--- config.mk ---
export PLATFORM = sky130hd
export DESIGN_NAME = sha3_absorb_ctrl
export DESIGN_NICKNAME = d
export VERILOG_FILES = /design/src/rtl/sha3_absorb_ctrl_pkg.sv /design/src/rtl/sha3_burst_sched.sv /design/src/rtl/sha3_absorb_ctrl.sv
export SDC_FILE = /design/constraint.sdc
export NUM_CORES = 1
export LEC_CHECK = 0
export CELL_PAD_IN_SITES_DETAIL_PLACEMENT = 0
export CELL_PAD_IN_SITES_GLOBAL_PLACEMENT = 2
export CORE_AREA = 10 10 478 480
export DETAILED_ROUTE_END_ITERATION = 16
export DIE_AREA = 0 0 488 490
export DONT_BUFFER_PORTS = 1
export PLACE_DENSITY = 0.38
export REMOVE_ABC_BUFFERS = 1
export SETUP_SLACK_MARGIN = 0.3
export SYNTH_ARGS = -nofsm -noshare
export SYNTH_HDL_FRONTEND = slang
export SYNTH_SLANG_ARGS = --single-unit
--- constraint.sdc ---
create_clock -name clk -period 6.61 [get_ports clk]
set_input_delay 0.9915 -clock clk [delete_from_list [all_inputs] [get_ports clk]]
set_output_delay 0.9915 -clock clk [all_outputs]
set_load 0.005 [all_outputs]
--- src/rtl/sha3_absorb_ctrl_pkg.sv ---
// ============================================================================
//  Module : sha3_absorb_ctrl_pkg
//  Brief  : Shared constants and state encodings for the SHA3 absorb control.
//  Rev    : 1.0  initial release
// ============================================================================
`default_nettype none

package sha3_absorb_ctrl_pkg;

  localparam int WORD_BYTES = 8;
  localparam int WORD_W     = 64;
  localparam int HASH_W     = 512;

  typedef enum logic [2:0] {
    A_IDLE      = 3'd0,
    A_POP       = 3'd1,
    A_CAP       = 3'd2,
    A_FEED      = 3'd3,
    A_PAD       = 3'd4,
    A_DRAIN     = 3'd5,
    A_WAIT_HASH = 3'd6,
    A_DONE      = 3'd7
  } absorb_state_t;

  typedef enum logic [1:0] {
    B_IDLE = 2'd0,
    B_REQ  = 2'd1,
    B_WAIT = 2'd2
  } burst_state_t;

endpackage

`default_nettype wire

--- src/rtl/sha3_burst_sched.sv ---
// ============================================================================
//  Module : sha3_burst_sched
//  Brief  : Issues one burst read at a time until the message's bursts are out.
//  Rev    : 1.0  initial release
// ============================================================================
`default_nettype none

module sha3_burst_sched
  import sha3_absorb_ctrl_pkg::*;
#(
  parameter int LEN_W = 32
) (
  input  logic             clk,
  input  logic             reset_n,
  input  logic             clear,
  input  logic [LEN_W-1:0] bursts,
  input  logic             fifo_half_full,
  input  logic             read_done,
  output logic             init_master_txn,
  output logic [31:0]      read_addr_index
);

  burst_state_t     r_state;
  burst_state_t     w_state_nxt;
  logic [LEN_W-1:0] r_issued;

  always_ff @(posedge clk or negedge reset_n) begin
    if (!reset_n) begin
      r_state  <= B_IDLE;
      r_issued <= '0;
    end else if (clear) begin
      r_state  <= B_IDLE;
      r_issued <= '0;
    end else begin
      r_state <= w_state_nxt;
      if (r_state == B_WAIT && read_done)
        r_issued <= r_issued + LEN_W'(1);
    end
  end

  always_comb begin
    w_state_nxt     = r_state;
    init_master_txn = 1'b0;
    case (r_state)
      B_IDLE:  if (r_issued < bursts && !fifo_half_full) w_state_nxt = B_REQ;
      B_REQ: begin
        init_master_txn = 1'b1;
        w_state_nxt     = B_WAIT;
      end
      B_WAIT:  if (read_done) w_state_nxt = B_IDLE;
      default: w_state_nxt = B_IDLE;
    endcase
  end

  assign read_addr_index = 32'(r_issued);

endmodule

`default_nettype wire

--- src/rtl/sha3_absorb_ctrl.sv ---
// ============================================================================
//  Module : sha3_absorb_ctrl
//  Brief  : Sequences one SHA3-512 hash: burst reads, FIFO drain, keccak absorb.
//  Rev    : 1.0  initial release
// ============================================================================
`default_nettype none

module sha3_absorb_ctrl
  import sha3_absorb_ctrl_pkg::*;
#(
  parameter int BURST_BYTES = 64,
  parameter int LEN_W       = 32
) (
  input  logic              clk,
  input  logic              reset_n,
  input  logic              start,
  input  logic [LEN_W-1:0]  msg_len_bytes,
  output logic              busy,
  output logic              done,
  output logic [HASH_W-1:0] hash_out,
  output logic              init_master_txn,
  output logic [31:0]       read_addr_index,
  input  logic              read_done,
  input  logic              fifo_half_full,
  input  logic              fifo_empty,
  output logic              fifo_read_en,
  input  logic [WORD_W-1:0] fifo_read_data,
  output logic [WORD_W-1:0] keccak_input,
  output logic              in_ready,
  output logic              is_last,
  output logic [2:0]        byte_num,
  input  logic              buffer_full,
  input  logic              out_ready,
  input  logic [HASH_W-1:0] keccak_out
);

  localparam int BURST_SHIFT = $clog2(BURST_BYTES);
  localparam int WPB_SHIFT   = $clog2(BURST_BYTES / WORD_BYTES);
  localparam int WB_SHIFT    = $clog2(WORD_BYTES);

  absorb_state_t     r_state;
  absorb_state_t     w_state_nxt;
  logic [LEN_W-1:0]  r_full_words;
  logic [LEN_W-1:0]  r_total_words;
  logic [LEN_W-1:0]  r_bursts;
  logic [LEN_W-1:0]  r_popped;
  logic [LEN_W-1:0]  r_absorbed;
  logic [2:0]        r_rem;
  logic [WORD_W-1:0] r_word;
  logic [HASH_W-1:0] r_hash;

  logic              w_idle;
  logic              w_accept;
  logic [LEN_W:0]    w_len_round;
  logic [LEN_W-1:0]  w_bursts;
  logic              w_word_last;
  logic              w_more_words;

  assign w_idle      = (r_state == A_IDLE) || (r_state == A_DONE);
  assign w_accept    = start && w_idle;
  assign w_len_round = {1'b0, msg_len_bytes} + (LEN_W+1)'(BURST_BYTES - 1);
  assign w_bursts    = LEN_W'(w_len_round >> BURST_SHIFT);

  // Only the trailing partial word sits at index full_words.
  assign w_word_last  = (r_absorbed == r_full_words);
  assign w_more_words = ((r_absorbed + LEN_W'(1)) < r_full_words) || (r_rem != 3'd0);

  assign busy     = !w_idle;
  assign hash_out = r_hash;

  always_ff @(posedge clk or negedge reset_n) begin
    if (!reset_n) begin
      r_state       <= A_IDLE;
      r_full_words  <= '0;
      r_total_words <= '0;
      r_bursts      <= '0;
      r_popped      <= '0;
      r_absorbed    <= '0;
      r_rem         <= '0;
      r_word        <= '0;
      r_hash        <= '0;
    end else begin
      r_state <= w_state_nxt;
      if (w_accept) begin
        r_full_words  <= msg_len_bytes >> WB_SHIFT;
        r_rem         <= msg_len_bytes[2:0];
        r_bursts      <= w_bursts;
        r_total_words <= w_bursts << WPB_SHIFT;
        r_popped      <= '0;
        r_absorbed    <= '0;
      end else begin
        if (fifo_read_en) r_popped   <= r_popped + LEN_W'(1);
        if (in_ready)     r_absorbed <= r_absorbed + LEN_W'(1);
      end
      if (r_state == A_CAP) r_word <= fifo_read_data;
      if (r_state == A_WAIT_HASH && out_ready) r_hash <= keccak_out;
    end
  end

  always_comb begin
    w_state_nxt  = r_state;
    fifo_read_en = 1'b0;
    in_ready     = 1'b0;
    is_last      = 1'b0;
    byte_num     = 3'd0;
    keccak_input = '0;
    done         = 1'b0;
    case (r_state)
      A_IDLE, A_DONE: begin
        done        = (r_state == A_DONE);
        w_state_nxt = A_IDLE;
        if (start) w_state_nxt = (msg_len_bytes != '0) ? A_POP : A_PAD;
      end
      A_POP: begin
        if (!fifo_empty && r_popped != r_total_words) begin
          fifo_read_en = 1'b1;
          w_state_nxt  = A_CAP;
        end
      end
      A_CAP: w_state_nxt = A_FEED;
      A_FEED: begin
        keccak_input = r_word;
        if (!buffer_full) begin
          in_ready    = 1'b1;
          is_last     = w_word_last;
          byte_num    = w_word_last ? r_rem : 3'd0;
          w_state_nxt = w_word_last ? A_DRAIN : (w_more_words ? A_POP : A_PAD);
        end
      end
      // Empty final block for word-aligned messages: no data behind it.
      A_PAD: begin
        if (!buffer_full) begin
          in_ready    = 1'b1;
          is_last     = 1'b1;
          w_state_nxt = A_DRAIN;
        end
      end
      A_DRAIN: begin
        if (r_popped == r_total_words) w_state_nxt = A_WAIT_HASH;
        else if (!fifo_empty)          fifo_read_en = 1'b1;
      end
      A_WAIT_HASH: if (out_ready) w_state_nxt = A_DONE;
      default: w_state_nxt = A_IDLE;
    endcase
  end

  sha3_burst_sched #(
    .LEN_W(LEN_W)
  ) u_burst_sched (
    .clk            (clk),
    .reset_n        (reset_n),
    .clear          (w_accept),
    .bursts         (r_bursts),
    .fifo_half_full (fifo_half_full),
    .read_done      (read_done),
    .init_master_txn(init_master_txn),
    .read_addr_index(read_addr_index)
  );

endmodule

`default_nettype wire
After elaboration in Yosys (flattened, before gate mapping)
Index checks and enable logic that the tools add are counted.
{ "word_totals": {"regBits": 736, "inputBits": 616, "out_inout_bits": 617} }
{ "op_classes": {"n_addsub": 4, "magnitude_cmp": 2, "eq_ne": 19, "n_mux": 34, "n_reduce_logical": 21} }
{ "op_table": {"columns": ["cell", "count"], "rows": [
  ["$mux 32", 6],
  ["$add 32x1->32 const B", 3],
  ["$mux 64", 1],
  ["$mux 3", 12],
  ["$add 32x6->33 const B", 1],
  ["$eq 32x29->1", 1],
  ["$eq 32x30->1", 1],
  ["$lt 32x27->1", 1],
  ["$lt 32x29->1", 1],
  ["$ne 32x30->1", 1],
  ["$reduce_bool 32->1", 1],
  ["$pmux 3 s7", 1],
  ["$eq 3x3->1 const B", 4],
  ["$ne 2x2->1 const B", 5],
  ["$mux 1", 8],
  ["$eq 3x2->1 const B", 2],
  ["$mux 2", 3],
  ["$pmux 2 s3", 1],
  ["$reduce_bool 2->1", 3],
  ["$logic_and 1x1->1", 5],
  ["$reduce_and 5->1", 1],
  ["$pmux 1 s2", 2],
  ["$reduce_or 2->1", 2],
  ["$eq 3x1->1 const B", 1],
  ["10 further kinds", 13]
]} }

Logic depth before layout (Yosys ltp)
Gate-level depths: netlist (run 1).
{ "depth": {"depth_word": 7, "depth_mapped": 16, "ltp_nobuf": 15} }

By module
Synthesis (run 1) repeated with hierarchy kept, for this count alone.
{ "unflattened": {"hier_cells": 2504, "hier_area_um2": 32154.6} }
{ "modules_own_cells": {"columns": ["module", "n_inst", "cells_each", "area_per_inst_um2", "seq_area_each_um2"], "rows": [
  ["sha3_absorb_ctrl", 1, 2222, 29642.2, 17566.8],
  ["sha3_burst_sched", 1, 282, 2512.4, 850.8]
]} }

Least setup slack after synthesis (run 1)
Ideal clock, no wire load.
{ "synth_path": {"path_type": "register -> register", "from": "register r_absorbed[2]", "to": "register r_state[2]", "setup_time_ps": 119, "t_arrival_ps": 3121, "t_required_ps": 6491, "setup_slack_ps": 3371, "path_stages_with_launch": 17, "cell_sequence": "dfrtp_1 buf_2 nand2_1 nor2_1 nand3_1 or2_2 clkbuf_1 nor2_1 xor2_1 ha_1 and4_1 nand3_1 a211oi_1 or4_1 a21oi_1 a311oi_1 o21a_1"} }
{ "synth_via": {"elab_chain_len": 7} }
{ "synth_rtl": {"columns": ["element", "line_no", "rtl"], "rows": [
  ["from (decl)", "sha3_absorb_ctrl.sv:47", "logic [LEN_W-1:0] r_absorbed;"],
  ["from (signal assigned)", "sha3_absorb_ctrl.sv:93", "if (in_ready) r_absorbed <= r_absorbed + LEN_W'(1);"],
  ["$add 32x1->32", "sha3_absorb_ctrl.sv:66", "assign w_more_words = ((r_absorbed + LEN_W'(1)) < r_full_words) || (r_rem != 3'd0);"],
  ["$lt 32x29->1", "sha3_absorb_ctrl.sv:66", null],
  ["$logic_or 1x1->1", "sha3_absorb_ctrl.sv:66", null],
  ["$mux 3", "sha3_absorb_ctrl.sv:127", "w_state_nxt = w_word_last ? A_DRAIN : (w_more_words ? A_POP : A_PAD);"],
  ["$mux 3 *", "sha3_absorb_ctrl.sv:127", null],
  ["$mux 3 *", "sha3_absorb_ctrl.sv:123", "if (!buffer_full) begin"],
  ["$pmux 3 s7 *", "sha3_absorb_ctrl.sv:108", "case (r_state)"],
  ["to (signal assigned)", "sha3_absorb_ctrl.sv:83", "r_state <= w_state_nxt;"],
  ["to (decl)", "sha3_absorb_ctrl.sv:41", "absorb_state_t r_state;"]
]} }
Every way passes the cells marked *; elsewhere a longest branch is shown, timed or not. The select of a mux whose other input is x is not followed.
A chain may end at the register's enable or synchronous reset.

Worst setup path in the final report (run 1)
{ "layout_path": {"from": "register r_absorbed[8]", "to": "register r_state[0]"} }
Same word-level chain as after synthesis.

==> out/summary.md, run 1 <==
The tools report the number of H-tree levels as 3. The floorplan has 172 rows. For the quantity of gates resized following cts, the log shows 0. The tree is rooted in a sky130_fd_sc_hd__clkbuf_16. The first global-routing pass estimated 241,000 um of wire. On the critical path the largest part of the delay comes from simple AND/OR/NAND/NOR gates. The slowest stage of the critical path is the sky130_fd_sc_hd__nand4_1 cell. The cell area that synthesis handed to floorplanning was 31,800 um2. The die span in y was 490 um.

For the count of boundary I/O pins, the log shows 1,233. Overall routing resource usage: 15.2%. The total power consumption of the routed design is 18.7 mW, and the number of CTS-inserted buffers is 99. The count of antenna-violating nets left after detailed routing came out at 0. Once routing completed, OpenROAD measured the worst setup slack at 2.70 ns. For the aggregate routed wire length, the log shows 190,000 um. The highest metal layer used by the detailed router was met5. The clock edge transition at the registers on the reported setup and hold paths works out to 0.06 ns. The routed design uses 23,700 um of met3 wire. Clock skew on the completed layout was measured at 0.0625 ns. Input and output buffers added on the ports amount to 0. Setup violations remaining at the end of the flow were counted as 0. The top cell types in the final layout, fill and taps aside, are sky130_fd_sc_hd__dfrtp_1 (736), sky130_fd_sc_hd__mux2_2 (577), sky130_fd_sc_hd__nand2_1 (140). The critical path goes through nand4_1 -> nor3_2 -> nand4_1 -> nor3_2 -> nand3_1 -> xnor2_1 -> ha_1 -> nand2_1 -> or2_2 -> nor3_1 -> and2_1 -> a21oi_1 -> a41oi_1 -> a21oi_1. The final hold violation count came out at 0. The average wire per cell in the routed design works out to 34.6 um. The filler cells instantiated in the layout total 23,902. The count of yosys warnings during synthesis was 0; the register-to-register setup slack was 2.70 ns. The vias per cell came out at 3.77.

At the later pin of the worst-skew pair, clock insertion delay measures 0.75 ns. The initial antenna violation count came out at 236. The endpoint identified for the worst register-to-register timing path is r_state[0]. The share of synthesized area occupied by flip-flops and latches was 57.9%. In the final layout, the share of cells above drive strength 1 is 30.3%. The starting density of the core is 14.5%, and the pin count of the biggest net entering global routing is 526. The run gives 0 as the max-capacitance violation count.

The run gives 256 MHz as the upper clock frequency limit. The worst-case vdd ir drop is 0.000188 V, and the data arrival at the endpoint of the critical path is 4.49 ns. The origin of the critical flop-to-flop path was r_absorbed[8]. Setup repair after global routing left no endpoint under its margin. The worst setup path is launched from a flip-flop.

The DRC violations left was 0; the placeable core region was 219,000 um2. The logs give 239,000 um2 for the floorplan die area and 21,082 for the number of global-route vias before repair. Post-CTS timing repair inserted 0 buffers for setup. Along the worst path, the maximum fanout reaches 8.

Prior to clock tree synthesis, the placed netlist has a worst setup slack of 2.67 ns. The worst path uses 59.1% of the clock period. The path class of the tightest hold or removal check is in2async. The number of instances in the synthesized netlist was 2,468.

The longest clock path from root to sink contains 3 buffers. The number of buffers and inverters on the critical path is 0. STA puts the critical path data required time at 7.20 ns. In this run the mean area of a mapped cell was 12.9 um2. The critical path start-end classification is reg2reg. TritonCTS built the clock tree.

The tools report the number of violations reported at the end of detailed-routing iteration 0 as 1,237. The run finished with clean final reports. CTS saw 736 sinks. The die outline width works out to 488 um. For this design the ratio of total power to cell area is 484 nW/um2. Counting flops with a built-in enable in the synthesized netlist gives 0.

The logs give 0 for the max-slew violation total from the final report and 20,668 for the total number of vias. In this design, the stage delay of the slowest critical-path cell is 0.49 ns. The signed area change from the synthesized netlist to the final layout was 21.8%. The shortest period the worst path allows is 3.91 ns, and the area of placed instances is 35,100 um2.

In this run the static leakage power is 16.1 nW. The pre-antenna-repair detailed-routing pass consisted of 5 iterations. After routing the design area is 38,700 um2. The count of unique library cells instantiated by Yosys was 56; the last weighted congestion value of the routability-driven placer was 0.948. The async set or reset register ratio after synthesis came out at 100%. Most common cell after layout, fill and taps aside: sky130_fd_sc_hd__dfrtp_1. The tools report the worst slack on hold paths as 0.106 ns.

After synthesis the netlist holds a flip-flop and latch count of 736. The critical path capture point type is a flip-flop. The hold buffer count at cts is 1, and the met2 routed wirelength is 91,300 um.

Detailed placement finished with a half-perimeter wire length of 154,000 um. The total overflow left after global routing is 0. Relative slew slack: 13.9%. The most used flip-flop cell after synthesis is sky130_fd_sc_hd__dfrtp_1. At the end of the flow, the number of nets in the layout was 3,144. For the worst flop-to-flop path, the logic depth is 14. The detailed router put a total of 69,800 um of wire on met1. The slew at the pin closest to its max-slew limit works out to 1.29 ns.
-- registers in the layout, summed over array words and instances, names as in the netlist --
register,cells
r_word,64
u_burst_sched.read_addr_index,32
r_full_words,29
r_absorbed,32
hash_out,512
r_popped,32
u_burst_sched.r_state,2
r_rem,3
r_state,3
r_bursts,27
-- worst max-delay path by stage --
| stage | startpoint | to | slack, ns | cells past startpoint |
|---|---|---|---|---|
| after global routing | r_absorbed[8] | r_state[0] | 2.30 | 14 |
| after CTS | r_state[0] | keccak_input[41] | 2.53 | 4 |
| after detailed placement | r_absorbed[8] | r_state[0] | 2.67 | 14 |
| after global placement | r_absorbed[8] | r_state[0] | 2.69 | 14 |
| final | r_absorbed[8] | r_state[0] | 2.70 | 14 |
| after floorplan | out_ready | hash_out[0] | -9.98 | 2 |
-- metrics by stage --
step                      TNS (ns)  util (%)  instances
after detailed placement         0      16.0       5230
after global routing             0      17.6       5417
after floorplan           -5109.76         -       2344
after CTS                        0      17.6       5406
final                            0      17.7       5478
after global placement           0      16.0       5230
-- layer usage --
metal | vias up | GRT usage, %
met5 | - | 0
met4 | 34 | 3.25
met3 | 425 | 8.28
met2 | 1287 | 26.0
met1 | 10335 | 16.5
li1 | 8587 | -
-- final cells by class --
cell class | instances | area (um2) | area share [%]
Antenna cell | 68 | 170 | 0.439
Timing Repair Buffer | 20 | 280 | 0.724
Clock buffer | 139 | 2800 | 7.23
Tap cell | 2871 | 3590 | 9.28
Inverter | 74 | 278 | 0.717
Multi-Input combinational cell | 1534 | 12700 | 32.7
Clock inverter | 36 | 523 | 1.35
Sequential cell | 736 | 18400 | 47.6
-- cells by family after synthesis --
kind of cell               synth area share [%]
adders and majority gates                  2.48
and+or+nand+nor                            8.91
buffers and inverters                      2.37
DFF                                        57.9
AOI/OAI and AO/OA                          2.75
xor gates and xnor gates                   5.07
muxes                                      20.5
-- power breakdown --
| group | internal (mW) | total (mW) | switching [mW] |
|---|---|---|---|
| registers | 6.47 | 9.31 | 2.84 |
| clock network | 3.24 | 5.59 | 2.35 |
| logic | 2.04 | 3.82 | 1.78 |
-- synth_stat cells (7+ instances only) --
cell type,n,share of area [%]
sky130_fd_sc_hd__and4_1,9,0.25
sky130_fd_sc_hd__a21oi_1,38,0.60
sky130_fd_sc_hd__o21ai_0,74,1.2
sky130_fd_sc_hd__nand2_1,140,1.7
sky130_fd_sc_hd__or3_1,17,0.33
sky130_fd_sc_hd__nor3_1,36,0.57
sky130_fd_sc_hd__and3_1,9,0.18
sky130_fd_sc_hd__xor2_1,69,1.9
sky130_fd_sc_hd__and2_1,70,1.4
sky130_fd_sc_hd__a21o_1,15,0.35
sky130_fd_sc_hd__nand4_1,51,1.0
sky130_fd_sc_hd__clkbuf_1,108,1.3
sky130_fd_sc_hd__dfrtp_1,736,58
sky130_fd_sc_hd__nand3_1,48,0.76
sky130_fd_sc_hd__buf_1,7,0.083
sky130_fd_sc_hd__nor4_1,18,0.35
sky130_fd_sc_hd__mux2_2,577,20
sky130_fd_sc_hd__xnor2_1,115,3.2
sky130_fd_sc_hd__ha_1,63,2.5
sky130_fd_sc_hd__inv_1,74,0.87
sky130_fd_sc_hd__nor2_1,125,1.5
Note: power is estimated with default switching activity, not from simulation.
==> run 2: changes to the inputs <==
--- a/config.mk
+++ b/config.mk
@@ -5,13 +5,14 @@
 export SDC_FILE = /design/constraint.sdc
 export NUM_CORES = 1
 export LEC_CHECK = 0
+export ABC_AREA = 1
 export CELL_PAD_IN_SITES_DETAIL_PLACEMENT = 0
 export CELL_PAD_IN_SITES_GLOBAL_PLACEMENT = 2
-export CORE_AREA = 10 10 478 480
+export CORE_AREA = 10 10 474 476
 export DETAILED_ROUTE_END_ITERATION = 16
-export DIE_AREA = 0 0 488 490
+export DIE_AREA = 0 0 484 486
 export DONT_BUFFER_PORTS = 1
-export PLACE_DENSITY = 0.38
+export PLACE_DENSITY = 0.41
 export REMOVE_ABC_BUFFERS = 1
 export SETUP_SLACK_MARGIN = 0.3
 export SYNTH_ARGS = -nofsm -noshare
==> constraint.sdc (replaced) <==
create_clock -name clk -period 3.6 [get_ports clk]
set_input_delay 0.54 -clock clk [delete_from_list [all_inputs] [get_ports clk]]
set_output_delay 0.54 -clock clk [all_outputs]
set_load 0.005 [all_outputs]
==> out/summary.md, run 2 <==
The worst-case vdd ir drop was 0.000358 V. Clock tree synthesis inserted a total of 99 buffers. The worst slack on hold paths was 0.0664 ns; the count of flip-flops with a built-in enable after synthesis was 0. The relative slew slack was 36.4%. The combined buffer and inverter count along the critical path works out to 1. After synthesis, the share of flip-flops with an asynchronous set or reset is 100%.

Global routing used 20.6% of the available tracks. Setup repair after global routing could not meet its margin everywhere. After detailed routing, the average wire length per cell comes to 37.5 um.

Counting flops and latches in the post-synthesis netlist gives 736. For this run, the detailed router's first-pass iteration total came to 6. The slew at the pin closest to its max-slew limit was 0.945 ns. The H-tree generated during clock tree synthesis spans 3 levels. In the final layout, the share of cells above drive strength 1 is 22.9%.

The flip-flop count of the largest register after layout came out at 512. The most numerous cell in the Yosys netlist was sky130_fd_sc_hd__dfrtp_1. The source-to-sink clock delay at the later pin of the worst-skew pair was 0.75 ns; the max-capacitance violation count was 0. The final hold violation count is 0.

The core region is 216,000 um2. Yosys attributes the largest share of cell area to sky130_fd_sc_hd__dfrtp_1 (56%), sky130_fd_sc_hd__mux2_2 (17%), sky130_fd_sc_hd__nand2_1 (5.3%), sky130_fd_sc_hd__inv_1 (3.4%), sky130_fd_sc_hd__nor2_1 (2.5%). Timing would allow up to 318 MHz. Across the routed clock network, the largest skew measured is 0.0473 ns. For the data arrival at the endpoint of the critical path, the log shows 2.61 ns. Total power consumption of the routed design: 39.9 mW. For this design the ratio of total power to cell area is 847 nW/um2. Yosys printed 0 warnings. Once the floorplan was initialized, standard cells occupied 15.3% of the core.

Summed over all failing endpoints, the final setup total negative slack is 0 ns. By count the netlist is led by sky130_fd_sc_hd__dfrtp_1 (736), sky130_fd_sc_hd__mux2_2 (512), sky130_fd_sc_hd__nand2_1 (465). After legalization and detailed placement, the total HPWL measured 219,000 um. The most instantiated flip-flop cell in the synthesis netlist is sky130_fd_sc_hd__dfrtp_1. In this run the static leakage power is 19.6 nW. The tools report the layout net count as 4,400. STA classifies the critical path endpoint as an output pin.

Leaving out fill and tap cells, the most frequent cells in the layout are sky130_fd_sc_hd__dfrtp_1 (729), sky130_fd_sc_hd__dlygate4sd3_1 (600), sky130_fd_sc_hd__mux2_2 (512). The share of the synthesized area in the top cell type came out at 55.6%. Entering global routing, the biggest net connects 109 pins.

For this design, the slowest cell found on the critical path is sky130_fd_sc_hd__dfrtp_1. DRC violations left: 0. Input and output buffers added on the ports amount to 0. The tools report the kind of start point of the critical path as a flip-flop. By startpoint and endpoint, the worst setup path is classified as reg2out.

In this run the worst path has a maximum fanout of 3. After filler insertion, the fill cell instance count of the layout stands at 23,571. The smallest setup slack after layout is 0.451 ns, and the register-to-register setup slack is 0.52 ns. Cells fill 21.8% of the core in the end.

Leaving out fill and tap cells, the most frequent cell in the layout is sky130_fd_sc_hd__dfrtp_1. Max-slew violation total from the final report: 0. The tools report the aggregate routed wire length as 253,000 um. TritonCTS built the clock tree. The master cell of the clock root buffer was sky130_fd_sc_hd__clkbuf_16.

Number of global-route vias before repair: 27,707. The flow ran to the end, and the final reports show no timing, DRC or antenna violations. Largest stage delay on the critical path: 0.39 ns. Signed area change from the synthesized netlist to the final layout: 42.2%.

The count of antenna-violating nets left after detailed routing was 0; the count of boundary I/O pins was 1,233. The floorplan row count is 171, and the buffer levels on the longest clock path is 3. The critical path's most frequent cell is sky130_fd_sc_hd__nand2_1. For the last weighted congestion value of the routability-driven placer, the log shows 0.854. The min-delay analysis places its worst path in the category in2reg.

Post-synthesis cell type with the largest combined area: sky130_fd_sc_hd__dfrtp_1. The share of synthesized area occupied by flip-flops and latches came out at 55.6%. The clock edge transition at the registers on the reported setup and hold paths works out to 0.06 ns. For the pre-CTS setup slack, the log shows 0.269 ns. The die covers 235,000 um2.

Across all layers, the routed design uses 27,585 vias. Final cycle utilization of the critical path: 87.5%. In this run the horizontal extent of the chip is 484 um. The die is 486 um tall.

Counting distinct cell types in the post-synthesis netlist gives 47. The shortest period the worst path allows was 3.15 ns. The cell family contributing the most delay on the critical path is simple AND/OR/NAND/NOR gates.

The total overflow left after global routing is 0. The logs give 0 for the number of setup violations in the final report and 33,100 um2 for the synthesized area. The logs give 261 for the initial antenna violation count and 321,000 um for the wire length of the first global-routing pass. Using the TritonRoute via totals, the vias-per-cell ratio works out to 4.08.

The critical path goes through inv_1 -> nand2_1 -> o2111ai_1 -> nor3b_2 -> nand2_1 -> nor2_2 -> nand4_1 -> or2_4 -> nor2_4. The run gives 3,046 as the number of instances in the synthesized netlist. The tree built by TritonCTS fans out to 736 sinks. A synthesized cell averages 10.9 um2. At the worst endpoint, the required time is 3.06 ns. For the number of violations reported at the end of detailed-routing iteration 0, the log shows 1,660.
## run 2: changes by cell type in the layout (fill, tap and decap cells not counted), moves of 54 or more
cell and delta:
sky130_fd_sc_hd__dlygate4sd3_1 +600, sky130_fd_sc_hd__nand2_1 +316, sky130_fd_sc_hd__inv_1 +216, sky130_fd_sc_hd__xnor2_1 -105, sky130_fd_sc_hd__nor2_1 +81, sky130_fd_sc_hd__o21ai_0 +75
sky130_fd_sc_hd__and2_1 -70, sky130_fd_sc_hd__mux2_2 -65, sky130_fd_sc_hd__buf_4 +54
## run 2: worst reg2reg max path: cells and delay by family, from the launching register on
family	cells	cell delay, ns
DFF	1	0.41
buffers and inverters	3	0.18
AOI/OAI and AO/OA	3	0.42
xor gates and xnor gates	1	0.22
adders and majority gates	1	0.29
and+or+nand+nor	13	1.43
## run 2: cell families (layout without fill, tap and decap cells)
group | Yosys count | count (layout) | share of synthesized area, %
XOR/XNOR | 69 | 69 | 1.85
other | 0 | 102 | 0
flip-flops | 736 | 736 | 55.6
AND/OR/NAND/NOR | 954 | 954 | 12.7
buffers and inverters | 423 | 1180 | 5.09
multiplexers | 512 | 512 | 17.4
adder cells (fa/ha/maj) | 63 | 63 | 2.38
AO/OA/AOI/OAI | 289 | 289 | 4.92
## run 2: repair_timing
action                                 in CTS  in global routing
setup endpoints to repair                   8                  7
endpoints found under the hold margin     668                  0
resized for setup                          25                 39
pin swaps                                   4                 26
buffers inserted                            1                 16
hold buffers                              600                  0
cloned                                      0                  0
## run 2: worst paths after layout
check | start | end | depth (start not counted)
setup / recovery | r_full_words[25] | byte_num[1] | 9
hold / removal | msg_len_bytes[31] | r_full_words[28] | 2
setup reg to reg | r_absorbed[2] | r_state[2] | 21
hold reg to reg | r_rem[1] | r_rem[1] | 2
max in group asynchronous | reset_n | hash_out[248] | 3
min in group asynchronous | reset_n | r_full_words[5] | 2
## run 2: per-stage QoR
stage / cell area [um2] / cells
2_1_floorplan: 32600 / 2934
3_5_place_dp: 37000 / 5857
3_3_place_gp: 37000 / 5857
6_report: 47100 / 6759
4_1_cts: 46500 / 6641
5_1_grt: 46900 / 6711
## run 2: final cells by class
cell class	count	area, um2	share of cell area (%)
antenna	102	255	0.542
clock buffer	146	2930	6.22
clock inverter	37	564	1.20
inverter	311	1170	2.49
multi-input combinational	1887	13200	28.1
sequential	736	18400	39.2
tap	2854	3570	7.59
timing repair buffer	686	6910	14.7
## run 2: routing by layer
metal,wire length (um),GRT usage [%],vias up
met1,91500,22.0,13976
met5,475,0,-
met3,27900,10.1,471
met4,6190,4.73,76
li1,-,-,11789
met2,127000,36.6,1273
## run 2: report_power, final
| group | internal, mW | total (mW) | switching, mW |
|---|---|---|---|
| Combinational | 4.53 | 9.83 | 5.30 |
| Sequential | 11.9 | 19.2 | 7.25 |
| Clock | 6.48 | 10.8 | 4.35 |
| Total | 23.0 | 39.9 | 16.9 |
